==> src/rtl/uart_rx_if.sv <==
// Consumer-side handshake bundle for the UART receiver: received byte, valid/ready and error pulses.
// The receiver drives the master side; the consumer (loopback checker or FIFO) sits on the slave side.
interface uart_rx_if #(
    parameter int DBIT = 8
);
    logic [DBIT-1:0] o_rx_data;
    logic            o_rx_valid;
    logic            i_rx_ready;
    logic            o_frame_err;
    logic            o_overrun_err;

    modport master (
        output o_rx_data,
        output o_rx_valid,
        output o_frame_err,
        output o_overrun_err,
        input  i_rx_ready
    );

    modport slave (
        input  o_rx_data,
        input  o_rx_valid,
        input  o_frame_err,
        input  o_overrun_err,
        output i_rx_ready
    );
endinterface

==> src/rtl/uart_rx.sv <==
// UART receiver: 2-FF line synchronizer, 16x oversampling divider, start/data/stop FSM and a
// one-entry holding register with valid/ready handshake plus framing and overrun error pulses.
module uart_rx #(
    parameter int DBIT    = 8,
    parameter int SB_TICK = 16,
    parameter int CLK_DIV = 163,
    parameter int NB_DIV  = 8
) (
    input  logic    i_clock,
    input  logic    i_reset,
    input  logic    i_rx,
    uart_rx_if.master rx_bus
);

    localparam int NB_N = (DBIT > 1) ? $clog2(DBIT) : 1;
    localparam logic [NB_DIV-1:0] DIV_LAST  = NB_DIV'(CLK_DIV - 1);
    localparam logic [NB_N-1:0]   N_LAST    = NB_N'(DBIT - 1);
    localparam logic [3:0]        S_MID     = 4'd7;
    localparam logic [3:0]        S_BIT_END = 4'd15;
    localparam logic [3:0]        S_STOP    = 4'(SB_TICK - 1);

    typedef enum logic [2:0] {
        IDLE,
        START,
        DATA,
        STOP,
        WAIT_HIGH
    } state_t;

    state_t            state, state_next;
    logic              rx_meta, rx_s;
    logic [NB_DIV-1:0] div_cnt;
    logic              tick;
    logic [3:0]        s, s_next;
    logic [NB_N-1:0]   n, n_next;
    logic [DBIT-1:0]   shift, shift_next;
    logic              deliver;
    logic              frame_bad;

    logic [DBIT-1:0]   rx_data_q;
    logic              rx_valid_q;
    logic              frame_err_q;
    logic              overrun_err_q;

    // Line synchronizer: both stages reset to the idle-high level
    always_ff @(posedge i_clock or negedge i_reset) begin
        if (!i_reset) begin
            rx_meta <= 1'b1;
            rx_s    <= 1'b1;
        end else begin
            rx_meta <= i_rx;
            rx_s    <= rx_meta;
        end
    end

    always_ff @(posedge i_clock or negedge i_reset) begin
        if (!i_reset) begin
            div_cnt <= '0;
        end else if (div_cnt == DIV_LAST) begin
            div_cnt <= '0;
        end else begin
            div_cnt <= div_cnt + NB_DIV'(1);
        end
    end

    assign tick = (div_cnt == DIV_LAST);

    always_ff @(posedge i_clock or negedge i_reset) begin
        if (!i_reset) begin
            state <= IDLE;
            s     <= '0;
            n     <= '0;
            shift <= '0;
        end else begin
            state <= state_next;
            s     <= s_next;
            n     <= n_next;
            shift <= shift_next;
        end
    end

    always_comb begin
        state_next = state;
        s_next     = s;
        n_next     = n;
        shift_next = shift;
        deliver    = 1'b0;
        frame_bad  = 1'b0;
        case (state)
            IDLE: begin
                // Level check every clock so the start edge is caught without tick jitter
                if (!rx_s) begin
                    state_next = START;
                    s_next     = '0;
                end
            end
            START: begin
                if (tick) begin
                    if (s == S_MID) begin
                        if (!rx_s) begin
                            state_next = DATA;
                            s_next     = '0;
                            n_next     = '0;
                        end else begin
                            state_next = IDLE;
                        end
                    end else begin
                        s_next = s + 4'd1;
                    end
                end
            end
            DATA: begin
                if (tick) begin
                    if (s == S_BIT_END) begin
                        shift_next = {rx_s, shift[DBIT-1:1]};
                        s_next     = '0;
                        if (n == N_LAST) begin
                            state_next = STOP;
                        end else begin
                            n_next = n + NB_N'(1);
                        end
                    end else begin
                        s_next = s + 4'd1;
                    end
                end
            end
            STOP: begin
                if (tick) begin
                    if (s == S_STOP) begin
                        if (rx_s) begin
                            deliver    = 1'b1;
                            state_next = IDLE;
                        end else begin
                            frame_bad  = 1'b1;
                            state_next = WAIT_HIGH;
                        end
                    end else begin
                        s_next = s + 4'd1;
                    end
                end
            end
            WAIT_HIGH: begin
                // A held-low line (break) must not be read as a string of new start bits
                if (rx_s) begin
                    state_next = IDLE;
                end
            end
            default: begin
                state_next = IDLE;
            end
        endcase
    end

    // Holding register: a simultaneous accept frees the slot for the incoming byte
    always_ff @(posedge i_clock or negedge i_reset) begin
        if (!i_reset) begin
            rx_data_q     <= '0;
            rx_valid_q    <= 1'b0;
            frame_err_q   <= 1'b0;
            overrun_err_q <= 1'b0;
        end else begin
            frame_err_q   <= frame_bad;
            overrun_err_q <= 1'b0;
            if (deliver) begin
                if (!rx_valid_q || rx_bus.i_rx_ready) begin
                    rx_data_q  <= shift;
                    rx_valid_q <= 1'b1;
                end else begin
                    overrun_err_q <= 1'b1;
                end
            end else if (rx_valid_q && rx_bus.i_rx_ready) begin
                rx_valid_q <= 1'b0;
            end
        end
    end

    assign rx_bus.o_rx_data     = rx_data_q;
    assign rx_bus.o_rx_valid    = rx_valid_q;
    assign rx_bus.o_frame_err   = frame_err_q;
    assign rx_bus.o_overrun_err = overrun_err_q;

endmodule

==> src/flat_wrapper.sv <==
// flat-port wrapper written by rule: the top's interface ports become plain ports
module uart_rx_flat 
#(
    parameter int DBIT    = 8,
    parameter int SB_TICK = 16,
    parameter int CLK_DIV = 163,
    parameter int NB_DIV  = 8
)
  (i_clock, i_reset, i_rx, rx_bus_o_rx_data, rx_bus_o_rx_valid, rx_bus_o_frame_err, rx_bus_o_overrun_err, rx_bus_i_rx_ready);
  uart_rx_if #(.DBIT(DBIT)) rx_bus_i ();
  input  logic i_clock;
  input  logic i_reset;
  input  logic i_rx;
  output wire logic [$bits(rx_bus_i.o_rx_data)-1:0] rx_bus_o_rx_data;
  output wire logic [$bits(rx_bus_i.o_rx_valid)-1:0] rx_bus_o_rx_valid;
  output wire logic [$bits(rx_bus_i.o_frame_err)-1:0] rx_bus_o_frame_err;
  output wire logic [$bits(rx_bus_i.o_overrun_err)-1:0] rx_bus_o_overrun_err;
  input wire logic [$bits(rx_bus_i.i_rx_ready)-1:0] rx_bus_i_rx_ready;
  assign rx_bus_o_rx_data = rx_bus_i.o_rx_data;
  assign rx_bus_o_rx_valid = rx_bus_i.o_rx_valid;
  assign rx_bus_o_frame_err = rx_bus_i.o_frame_err;
  assign rx_bus_o_overrun_err = rx_bus_i.o_overrun_err;
  assign rx_bus_i.i_rx_ready = rx_bus_i_rx_ready;
  uart_rx #(.DBIT(DBIT), .SB_TICK(SB_TICK), .CLK_DIV(CLK_DIV), .NB_DIV(NB_DIV)) u_core (.i_clock(i_clock), .i_reset(i_reset), .i_rx(i_rx), .rx_bus(rx_bus_i));
endmodule
==> config.mk <==
export PLATFORM = sky130hd
export DESIGN_NAME = uart_rx_flat
export DESIGN_NICKNAME = d
export VERILOG_FILES = /design/src/rtl/uart_rx_if.sv /design/src/rtl/uart_rx.sv /design/src/flat_wrapper.sv
export SDC_FILE = /design/constraint.sdc
export NUM_CORES = 1
export LEC_CHECK = 0
export CAP_MARGIN = 20
export CORE_ASPECT_RATIO = 0.6
export CORE_UTILIZATION = 38
export CTS_CLUSTER_DIAMETER = 120
export CTS_CLUSTER_SIZE = 8
export DETAILED_ROUTE_END_ITERATION = 16
export PLACE_DENSITY = 0.61
export SKIP_CTS_REPAIR_TIMING = 1
export SLEW_MARGIN = 20
export SYNTH_ARGS = -nofsm -noshare
export SYNTH_HDL_FRONTEND = slang
export SYNTH_SLANG_ARGS = --single-unit
export TNS_END_PERCENT = 20
==> constraint.sdc <==
create_clock -name i_clock -period 2.7 [get_ports i_clock]
set_input_delay 0.54 -clock i_clock [delete_from_list [all_inputs] [get_ports i_clock]]
set_output_delay 0.54 -clock i_clock [all_outputs]
set_load 0.05 [all_outputs]
==> key figures <==
Power
  – Flop pwr share: 50.3%
  – Sw power: 211 uW
  – Clock network power share: 48.3%
  – Pwr Density: 539 mW/mm2
  – Switching share of total power: about 18%
  – Internal power: 960 uW
  – IR drop worst, VDD: 0.359 mV
  – Comb power frac: 1.4%
  – Leakage: 0.00102 uW

Route
  – ANT nets after route: 0
  – Vias per Instance: 5.19
  – WL final: 3360 um
  – DRC viols: 0
  – Drt pass-1 iters: 4
  – Initial DRC count: 56
  – DR WL/cell: 14.2 um
  – Vias post-DR: 1230

Global route
  – Grt ovf: 0
  – Initial antenna violation count: 0
  – Global-route wire length before repair: about 5800 um
  – Number of global-route vias before repair: roughly 1200
  – Global-route usage over all layers: 15.0%
  – Largest net degree at the start of global routing: 40

Die
  – Initial core utilization: approximately 40%
  – Chip height: ~56 um
  – Area of the core region: roughly 0.0046 mm2
  – Row count: 19
  – Horiz. Die Dim: 91.8 um
  – Die Footprint: 0.00513 mm2
  – I/O Pins: 15

Clock tree
  – CTS tree: yes
  – Clk_lat worst skew: 0.28 ns
  – Buffer depth of the longest clock path: 2
  – Root Driver: clkbuf_8
  – Clock sinks: 39
  – TritonCTS buffer count: 5
  – CTS clk-pin slew, worst paths: 0.07 ns
  – H-tree levels: 2

Timing
  – Worst Tran Pin Value: 0.838 ns
  – Slew margin rel.: 44.1%
  – Worst Skew: about 0.005 ns
  – Final setup vio count: 0
  – Period utilization: 88.3%
  – Fmax achieved: 0.419 GHz
  – Final hold violation count: 0
  – Fin. max-slew vios: 0
  – Final setup TNS: 0 ns
  – Final min period: 2.38 ns
  – Unrepaired setup endpoints after global routing: false

Yosys
  – FFs w/ async S/R, synth: 100%
  – Avg Inst Size Synth: ~12 um2
  – Adder-Cell Fraction of Synth Area: under 10%
  – Post-synth top flop: dfrtp_1
  – Syn_nets: 165
  – Mux share of post-synthesis cell area: approximately an eighth
  – Largest family of logic cells by synthesized area: simple AND/OR/NAND/NOR gates
  – FF+latch count, synth: 39
  – Synth Area in Simple Gates: 18.4%
  – XOR/XNOR share of the synthesized area: 2.86%
  – Synth warn: 0
  – Syn Inst Count: around 160
  – Compound-Gate Fraction of Synth Area: 7.41%
  – Synthesized area: 0.00184 mm2
  – Seq/Total Area, Yosys: 53.2%
  – Post-synth EDFFs: 0
  – Yosys cell types: 42

Worst setup path
  – Worst Setup Path Type: register to register
  – Reg2Reg Launch Point: u_core.div_cnt[3]
  – Max incr delay on CP: between 0.5 and 0.6 ns
  – CP Capture Type: register
  – FF-to-FF End: u_core.rx_bus.o_rx_data[0]
  – Required time of the critical path: 2.87 ns
  – Reg2Reg Depth: 4
  – Flop2flop setup slack: between 0.3 and 0.4 ns
  – Slowest cell on crit path: nor4_4
  – Worst endpoint data arrival time: 2.55 ns
  – Crit-path leading delay family: simple AND/OR/NAND/NOR gates
  – CP Buf/Inv Count: 0
  – CP startpoint kind: register
  – Critical Path, Cell by Cell: or3_1, or3_4, nor4_4, mux2_2
  – CP Max Fanout: 8

Final layout
  – Fillers: 420
  – Layout Nets: 182
  – Layout Cells excl Fill: 237
  – Share of layout cells above drive strength 1: 21.3%
  – Final core utilization: 47.1%
  – Antenna cells: 0
  – Area grow syn2layout: 18.2%

Placement
  – Gpl congestion: about 0.78
  – Detailed Place HPWL: 2530 um
  – Cells after DPL: 229
  – I/O Buffers: 14

Run
  – Max-cap viol count: 0

Outcome
  – Run status: finished clean

Min path
  – Tightest Hold Check Type: input port to asynchronous set/reset pin
[registers in the layout, indices dropped and copies added (netlist names)]
signal	flops
u_core.rx_meta	1
u_core.shift	8
u_core.n	3
u_core.rx_bus.o_rx_data	8
u_core.rx_bus.o_rx_valid	1
u_core.div_cnt	8
u_core.s	4
u_core.rx_s	1
u_core.state	3
u_core.rx_bus.o_frame_err	1
u_core.rx_bus.o_overrun_err	1
[per-stage QoR]
stage	setup WS (ns)	area [um2]	power [uW]	hold WS [ns]
after floorplan	0.525	1840	602	0.244
after global placement	0.403	2040	617	0.347
after detailed placement	0.319	2040	618	0.351
after CTS	0.307	2170	1190	0.369
after global routing	0.208	2170	1220	0.370
final	0.316	2170	1170	0.359
[worst max path at each step]
stage,startpoint,to,cells after the start
after detailed placement,u_core.div_cnt[3],u_core.rx_bus.o_rx_data[4],4
after global routing,u_core.div_cnt[3],u_core.rx_bus.o_rx_data[0],4
after CTS,u_core.div_cnt[3],u_core.rx_bus.o_rx_data[2],4
after floorplan,u_core.div_cnt[3],u_core.rx_bus.o_rx_data[0],5
after global placement,u_core.div_cnt[3],u_core.rx_bus.o_rx_data[5],4
final,u_core.div_cnt[3],u_core.rx_bus.o_rx_data[0],4
[synth_stat cells, types with 4 or more instances]
| master | instances | area share (%) |
|---|---|---|
| nand2b_1 | 4 | 1.4 |
| nor2b_1 | 5 | 1.7 |
| ha_1 | 5 | 3.4 |
| inv_1 | 4 | 0.82 |
| mux2_2 | 20 | 12 |
| and3_1 | 4 | 1.4 |
| clkbuf_1 | 4 | 0.82 |
| nor4_1 | 4 | 1.4 |
| nor2_1 | 14 | 2.9 |
| nand3_1 | 8 | 2.2 |
| dfrtp_1 | 37 | 50 |
| xnor2_1 | 5 | 2.4 |
| nand2_1 | 6 | 1.2 |
[cells by family after synthesis]
logic type,count (synthesis)
buf+inv,9
flops,39
xor+xnor,6
compound gates,18
simple gates,58
mux,21
fa+ha+maj,5
[cell type report]
type	instances	area, um2	share of cell area, %
clock buffers	6	72.6	3.34
clock inverters	2	60.1	2.76
inverters	4	15.0	0.691
multi-input cells	108	826	38.0
flip-flops and latches	39	978	45.0
well taps	63	78.8	3.63
repair buffers	15	143	6.56
[cell usage in the layout (no fill, tap or decap), types with 2 or more instances in the layout]
cell type	n
a21oi_1	3
and2_1	2
and3_1	4
bufinv_16	2
clkbuf_8	5
clkdlybuf4s50_1	13
dfrtp_1	37
dfstp_2	2
ha_1	5
inv_1	4
mux2_2	20
nand2_1	6
nand2b_1	4
nand3_1	8
nand4b_1	2
nor2_1	14
nor2b_1	5
nor4_1	4
o21ai_0	2
or3b_2	2
xnor2_1	5
[power groups by stage]
| stage | combinational, uW | sequential [uW] | clock (uW) |
|---|---|---|---|
| 6_report | 16.7 | 589 | 565 |
| 5_1_grt | 19.9 | 589 | 610 |
| 4_1_cts | 17.8 | 589 | 583 |
| 3_5_place_dp | 17.5 | 600 | 0 |
| 3_3_place_gp | 16.7 | 600 | 0 |
| 2_1_floorplan | 3.95 | 598 | 0 |
[metal layers]
| layer | global-route usage (%) | vias up | share of wire [%] |
|---|---|---|---|
| li1 | - | 594 | - |
| met1 | 21.8 | 610 | 52 |
| met4 | 6.47 | 0 | 1.2 |
| met5 | 0 | - | 0 |
| met2 | 20.4 | 22 | 41 |
| met3 | 4.78 | 4 | 5.2 |
(Power assumes the default switching activity.)
